**src/rtl/morse_pkg.sv**
```systemverilog
// Shared Morse definitions: letter codes, left-aligned unit patterns and scheduler states.
package morse_pkg;

    localparam int MORSE_PAT_W    = 14;
    localparam int TICK_DIV_50MHZ = 25_000_000;

    typedef logic [2:0] letter_t;

    localparam letter_t LTR_S = 3'd0;
    localparam letter_t LTR_T = 3'd1;
    localparam letter_t LTR_U = 3'd2;
    localparam letter_t LTR_V = 3'd3;
    localparam letter_t LTR_W = 3'd4;
    localparam letter_t LTR_X = 3'd5;
    localparam letter_t LTR_Y = 3'd6;
    localparam letter_t LTR_Z = 3'd7;

    // One bit per unit, MSB sent first; listed Z (index 7) down to S (index 0).
    localparam logic [7:0][MORSE_PAT_W-1:0] MORSE_LUT = {
        14'b11101110101000,
        14'b11101011101110,
        14'b11101010111000,
        14'b10111011100000,
        14'b10101011100000,
        14'b10101110000000,
        14'b11100000000000,
        14'b10101000000000
    };

    typedef enum logic [1:0] {
        ST_IDLE,
        ST_LOAD,
        ST_SEND,
        ST_GAP
    } state_t;

endpackage

```
**src/rtl/morse_message_scheduler_if.sv**
```systemverilog
// Letter-in / Morse-out bundle of the scheduler; the scheduler is the slave side.
interface morse_message_scheduler_if;
    import morse_pkg::*;

    logic       in_valid;
    letter_t    in_letter;
    logic       in_ready;
    logic       abort;
    logic       morse_out;
    logic       busy;
    logic       letter_done;
    logic [2:0] fifo_count;

    modport master (
        output in_valid, in_letter, abort,
        input  in_ready, morse_out, busy, letter_done, fifo_count
    );

    modport slave (
        input  in_valid, in_letter, abort,
        output in_ready, morse_out, busy, letter_done, fifo_count
    );

endinterface

```
**src/rtl/morse_unit_divider.sv**
```systemverilog
// Unit-rate divider: tick on the last of every TICK_DIV running cycles, no latency beyond the count.
// No backpressure; holds its count while run is low, reload wins over run.
module morse_unit_divider
    import morse_pkg::*;
#(
    parameter int TICK_DIV = TICK_DIV_50MHZ
) (
    input  logic clk,
    input  logic rst,
    input  logic run,
    input  logic reload,
    output logic tick
);

    localparam int            CW  = $clog2(TICK_DIV);
    localparam logic [CW-1:0] TOP = CW'(TICK_DIV - 1);

    logic [CW-1:0] cnt;

    always_ff @(posedge clk) begin
        if (rst || reload) begin
            cnt <= TOP;
        end else if (run) begin
            cnt <= (cnt == '0) ? TOP : cnt - CW'(1);
        end
    end

    assign tick = run && (cnt == '0);

endmodule

```
**src/rtl/morse_message_scheduler.sv**
```systemverilog
// Queues letters S..Z and keys them out as Morse, GAP_UNITS low units after each; first unit 3 cycles after accept.
// Backpressure: in_ready drops when the 4-entry queue is full or abort is held; no bypass when full.
module morse_message_scheduler
    import morse_pkg::*;
#(
    parameter int TICK_DIV   = TICK_DIV_50MHZ,
    parameter int FIFO_DEPTH = 4,
    parameter int GAP_UNITS  = 3,
    parameter int PAT_W      = MORSE_PAT_W
) (
    input  logic                      mc_clock,
    input  logic                      mc_reset,
    morse_message_scheduler_if.slave  bus
);

    localparam int         PW    = $clog2(FIFO_DEPTH);
    localparam int         GW    = (GAP_UNITS > 1) ? $clog2(GAP_UNITS + 1) : 1;
    localparam logic [2:0] DEPTH = 3'(FIFO_DEPTH);

    state_t           state, state_nxt;
    letter_t          fifo_mem [FIFO_DEPTH];
    logic [PW-1:0]    wr_ptr, rd_ptr;
    logic [2:0]       count;
    logic [PAT_W-1:0] shreg, shreg_nxt, shifted;
    logic [GW-1:0]    gap_cnt, gap_nxt;
    logic             push, pop, tick, done, run, reload, morse_bit;

    assign bus.in_ready    = (count < DEPTH) && !bus.abort;
    assign push            = bus.in_valid && bus.in_ready;
    assign bus.fifo_count  = count;
    assign bus.busy        = (state != ST_IDLE) || (count != '0);
    assign bus.letter_done = done;
    assign bus.morse_out   = morse_bit;

    assign run    = (state == ST_SEND) || (state == ST_GAP);
    assign reload = (state == ST_LOAD) || bus.abort;

    morse_unit_divider #(.TICK_DIV(TICK_DIV)) u_div (
        .clk    (mc_clock),
        .rst    (mc_reset),
        .run    (run),
        .reload (reload),
        .tick   (tick)
    );

    always_ff @(posedge mc_clock) begin
        if (push) begin
            fifo_mem[wr_ptr] <= bus.in_letter;
        end
    end

    always_ff @(posedge mc_clock) begin
        if (mc_reset || bus.abort) begin
            wr_ptr <= '0;
            rd_ptr <= '0;
            count  <= '0;
        end else begin
            if (push) wr_ptr <= wr_ptr + PW'(1);
            if (pop)  rd_ptr <= rd_ptr + PW'(1);
            if (push && !pop) begin
                count <= count + 3'd1;
            end else if (pop && !push) begin
                count <= count - 3'd1;
            end
        end
    end

    always_ff @(posedge mc_clock) begin
        if (mc_reset) begin
            state   <= ST_IDLE;
            shreg   <= '0;
            gap_cnt <= '0;
        end else begin
            state   <= state_nxt;
            shreg   <= shreg_nxt;
            gap_cnt <= gap_nxt;
        end
    end

    always_comb begin
        state_nxt = state;
        shreg_nxt = shreg;
        gap_nxt   = gap_cnt;
        pop       = 1'b0;
        done      = 1'b0;
        morse_bit = 1'b0;
        shifted   = {shreg[PAT_W-2:0], 1'b0};

        case (state)
            ST_IDLE: begin
                if (count != '0) state_nxt = ST_LOAD;
            end
            ST_LOAD: begin
                pop       = 1'b1;
                shreg_nxt = MORSE_LUT[fifo_mem[rd_ptr]];
                state_nxt = ST_SEND;
            end
            ST_SEND: begin
                morse_bit = shreg[PAT_W-1];
                if (tick) begin
                    shreg_nxt = shifted;
                    // Trailing zeros are never keyed: the letter ends with its last lit unit.
                    if (shifted == '0) begin
                        if (GAP_UNITS > 0) begin
                            state_nxt = ST_GAP;
                            gap_nxt   = GW'(GAP_UNITS);
                        end else begin
                            done      = 1'b1;
                            state_nxt = (count != '0) ? ST_LOAD : ST_IDLE;
                        end
                    end
                end
            end
            ST_GAP: begin
                if (tick) begin
                    if (gap_cnt == GW'(1)) begin
                        done      = 1'b1;
                        state_nxt = (count != '0) ? ST_LOAD : ST_IDLE;
                    end else begin
                        gap_nxt = gap_cnt - GW'(1);
                    end
                end
            end
            default: state_nxt = ST_IDLE;
        endcase

        // Abort drops the letter in flight without reporting it as done.
        if (bus.abort) begin
            state_nxt = ST_IDLE;
            shreg_nxt = '0;
            gap_nxt   = '0;
            pop       = 1'b0;
            done      = 1'b0;
        end
    end

endmodule
```
**src/flat_wrapper.sv**
```systemverilog
// flat-port wrapper written by rule: the top's interface ports become plain ports
module morse_message_scheduler_flat import morse_pkg::*;
#(
    parameter int TICK_DIV   = TICK_DIV_50MHZ,
    parameter int FIFO_DEPTH = 4,
    parameter int GAP_UNITS  = 3,
    parameter int PAT_W      = MORSE_PAT_W
)
  (mc_clock, mc_reset, bus_in_valid, bus_in_letter, bus_abort, bus_in_ready, bus_morse_out, bus_busy, bus_letter_done, bus_fifo_count);
  morse_message_scheduler_if bus_i ();
  input  logic mc_clock;
  input  logic mc_reset;
  input wire logic [$bits(bus_i.in_valid)-1:0] bus_in_valid;
  input wire logic [$bits(bus_i.in_letter)-1:0] bus_in_letter;
  input wire logic [$bits(bus_i.abort)-1:0] bus_abort;
  output wire logic [$bits(bus_i.in_ready)-1:0] bus_in_ready;
  output wire logic [$bits(bus_i.morse_out)-1:0] bus_morse_out;
  output wire logic [$bits(bus_i.busy)-1:0] bus_busy;
  output wire logic [$bits(bus_i.letter_done)-1:0] bus_letter_done;
  output wire logic [$bits(bus_i.fifo_count)-1:0] bus_fifo_count;
  assign bus_i.in_valid = bus_in_valid;
  assign bus_i.in_letter = bus_in_letter;
  assign bus_i.abort = bus_abort;
  assign bus_in_ready = bus_i.in_ready;
  assign bus_morse_out = bus_i.morse_out;
  assign bus_busy = bus_i.busy;
  assign bus_letter_done = bus_i.letter_done;
  assign bus_fifo_count = bus_i.fifo_count;
  morse_message_scheduler #(.TICK_DIV(TICK_DIV), .FIFO_DEPTH(FIFO_DEPTH), .GAP_UNITS(GAP_UNITS), .PAT_W(PAT_W)) u_core (.mc_clock(mc_clock), .mc_reset(mc_reset), .bus(bus_i));
endmodule
```
**config.mk**
```make
export PLATFORM = sky130hd
export DESIGN_NAME = morse_message_scheduler_flat
export DESIGN_NICKNAME = d
export VERILOG_FILES = /design/src/rtl/morse_pkg.sv /design/src/rtl/morse_message_scheduler_if.sv /design/src/rtl/morse_unit_divider.sv /design/src/rtl/morse_message_scheduler.sv /design/src/flat_wrapper.sv
export SDC_FILE = /design/constraint.sdc
export NUM_CORES = 1
export LEC_CHECK = 0
export BUFFER_PORTS_ARGS = -buffer_cell sky130_fd_sc_hd__clkbuf_2
export CAP_MARGIN = 25
export CELL_PAD_IN_SITES_DETAIL_PLACEMENT = 0
export CELL_PAD_IN_SITES_GLOBAL_PLACEMENT = 1
export CORE_MARGIN = 3
export CORE_UTILIZATION = 47
export CTS_CLUSTER_SIZE = 25
export DETAILED_ROUTE_END_ITERATION = 8
export PLACE_DENSITY = 0.85
export SYNTH_ARGS = -nofsm -noshare
export SYNTH_HDL_FRONTEND = slang
export SYNTH_HIERARCHICAL = 1
export SYNTH_SLANG_ARGS = --single-unit
export TNS_END_PERCENT = 100
```
**constraint.sdc**
```tcl
create_clock -name mc_clock -period 3.66 [get_ports mc_clock]
set_clock_uncertainty 0.05 [all_clocks]
set_input_delay 0 -clock mc_clock [delete_from_list [all_inputs] [get_ports mc_clock]]
set_output_delay 0 -clock mc_clock [all_outputs]
set_load 0.005 [all_outputs]
```
==> results.yml <==
final_layout:
  syn2layout_area_growth_pct: 12.6
  fill_cells: 527
  final_core_util_pct: 55.7
  multi_input_area_sq_um: 1520
  final_layout_size_suffix_gt1_share_pct: 13.7
  layout.area.seq_sq_um: 1380
  num-nets-final: 350
  antenna_cells: 0
critical_path:
  endpoint_kind: "register"
  crit_path_start: "u_core/u_div/cnt[13]$_SDFFE_PP1P_"
  cp_slowest_stage_delay_ns: 0.64
  slowest_stage: "or4_1"
  cp-start-kind: "register"
  critPathKind: "reg2reg"
  critPathRequiredTime_ns: 3.87
  regToRegStartpoint: "u_core/u_div/cnt[13]$_SDFFE_PP1P_"
  worstPathMaxFanout: 7
  crit_arrival_ns: 3.63
  path_cells: "or4_1, or2_2, nor3_1, nor4bb_2, nor4b_2, nand4_1, a222oi_1, o21ai_1, a221oi_1"
timing:
  fmax_ghz: 0.292
  hold_violations: 0
  post-route-period-util_pct: 93.6
  rsz0062_at_grt: "no"
  finalSetupViolations: 0
  relSlewSlack_pct: 33.0
  setup_ws_ns: 0.233
  min_period_ns: 3.43
  tns_ns: 0
  whs_ns: 0.0911
  slew_viol_final: 0
  tightestPinTransition_ns: 1.01
clock_tree:
  clk_latency_ns: 0.34
  cts_tree: "built"
  cts-root-buf: "clkbuf_8"
  numCtsBuffers: 9
  path_clk_slew_ns: 0.07
  cts_buffer_depth: 2
  htreeDepth: 3
  clock_sinks: 63
global_route:
  grt_max_degree: 22
  grt_pass1_vias: 2102
  gr-total-overflow: 0
  grt_pass1_wl_um: 9980
  antenna_found_initial: 0
  grt_usage_pct: 17.4
route:
  drc: 0
  dr.pass1.iters: 4
  drt-total-wl_um: 5890
  vias: 2317
  drt_iter0_drc: 137
  ant_nets: 0
  avgRoutedWirePerCell_um: 14.4
  viasPerCell: 5.65
power_and_ir_drop:
  p_per_area_nw_per_um2: 419
  power.total_mw: 1.41
  p_leak_nw: 1.19
  peakVddDrop_mv: 0.257
yosys:
  syn_nets: 331
  synth_ff_type: "dfxtp_1"
  post_synth_instance_area_sq_um: 3000
  synthTopCellsByArea: "dfxtp_1, edfxtp_1, ha_1"
  yosys.area.top_type: "dfxtp_1"
  synth_area_per_cell_sq_um: 9.63
  synthArstFlopShare_pct: 0
  synth_edf_count: 12
  synth-seq-cells: 63
  yosys_warnings: 6
  synth_cells: 311
  yosys.area.top_type_share_pct: 34.1
  yosysSeqAreaShare_pct: 46.1
  synth.distinct_cells: 52
status:
  status: "completed"
floorplanning:
  placementRows: 28
  io_pins: 14
  die-width_um: 85.8
  fp.dieH_um: 85.8
  die_area_sq_um: 7370
  core-area_sq_um: 6060
  start_util_pct: 49.4
placed_design:
  io_buffers: 13
  routabilityCongestion: 0.833
  dpl.hpwl_um: 4100
  pre_cts_slack_ns: 0.132
worst_hold_path:
  hold_start: "bus_abort"
  hp-class: "in2reg"
run:
  maxCapViolCount: 0
per-layer routing:
layer	track usage (%)	share of wire (%)	wire length, um
met4	10.4	1.9	113
met5	0	0	0
met2	25.6	43	2540
met1	23.3	49	2910
met3	4.23	5.6	332
final timing paths:
kind                            depth (start not counted)  slack [ns]                                end
worst max-delay path                                    9        0.23       u_core/state[0]$_SDFFE_PP0P_
worst min-delay path                                    4        0.09       u_core/shreg[3]$_SDFFE_PP0P_
worst max register to register                          9        0.23       u_core/state[0]$_SDFFE_PP0P_
worst min register to register                          2        0.43  u_core/u_div/cnt[23]$_SDFFE_PP0P_
where the power goes:
| group | leakage (nW) | switching, mW | total (mW) | internal [mW] |
|---|---|---|---|---|
| combinational | 0.571 | 0.0550 | 0.0925 | 0.0375 |
| sequential | 0.521 | 0.00772 | 0.723 | 0.715 |
| clock | 0.0981 | 0.270 | 0.599 | 0.329 |
cell families (layout without fill, tap and decap cells):
kind of cell               count (synthesis)  count (layout)  synth area share (%)
xor gates and xnor gates                  18              18                  5.26
buffers and inverters                     26              50                  3.34
and+or+nand+nor                          134             134                  24.8
muxes                                      6               6                  3.26
DFF                                       63              63                  46.1
AOI/OAI and AO/OA                         51              51                  11.6
adders and majority gates                 13              13                  5.68
stage by stage:
step / instance area, sq um / std cells
4_1_cts: 3370 / 410
3_3_place_gp: 3130 / 390
2_1_floorplan: 3000 / 311
3_5_place_dp: 3130 / 390
5_1_grt: 3370 / 410
6_report: 3370 / 410
cells in the mapped netlist, types with 10 or more instances:
cell type / n
or3_1: 13
o21ai_0: 10
nor2_1: 28
edfxtp_1: 12
dfxtp_1: 51
a21oi_1: 15
ha_1: 12
xnor2_1: 10
inv_1: 14
or4_1: 10
nand2_1: 27
nand3_1: 10
cell type report:
cell class,instances,area share (%)
flip-flops and latches,63,40.9
clock buffers,10,4.08
inverters,14,1.56
well taps,75,2.78
clock inverters,6,1.78
repair buffers,20,3.78
multi-input cells,222,45.1
registers in the layout, indices dropped and copies added, names as in the netlist, named ones only:
name / flops
u_core/bus.fifo_count: 3
u_core/fifo_mem: 12
u_core/gap_cnt: 2
u_core/rd_ptr: 2
u_core/shreg: 13
u_core/state: 2
u_core/u_div/cnt: 25
u_core/wr_ptr: 2
worst max-delay path, delay by kind of cell, from the launching register on:
kind | cells | cell delay [ns]
simple gates | 6 | 2.06
compound gates | 3 | 0.90
flops | 1 | 0.33
cell usage in the layout (no fill, tap or decap), types with 5 or more instances in the layout:
| master | n |
|---|---|
| ha_1 | 12 |
| nor3_1 | 7 |
| nor2b_1 | 6 |
| nand3_1 | 10 |
| or2_2 | 5 |
| xnor2_1 | 10 |
| nor2_1 | 28 |
| or3_1 | 13 |
| and3_1 | 5 |
| nand2_1 | 27 |
| clkbuf_8 | 10 |
| or4_1 | 10 |
| o21ai_0 | 10 |
| xor2_1 | 8 |
| inv_1 | 14 |
| clkbuf_2 | 13 |
| edfxtp_1 | 12 |
| a21oi_1 | 15 |
| dfxtp_1 | 51 |
repair_timing:
action | CTS | global route
hold buffers | 4 | 0
buffers inserted | 0 | 0
hold endpoints to repair | 22 | 0
endpoints found under the setup margin | 0 | 2
resized for setup | 0 | 1
Note: power is estimated with default switching activity, not from simulation.
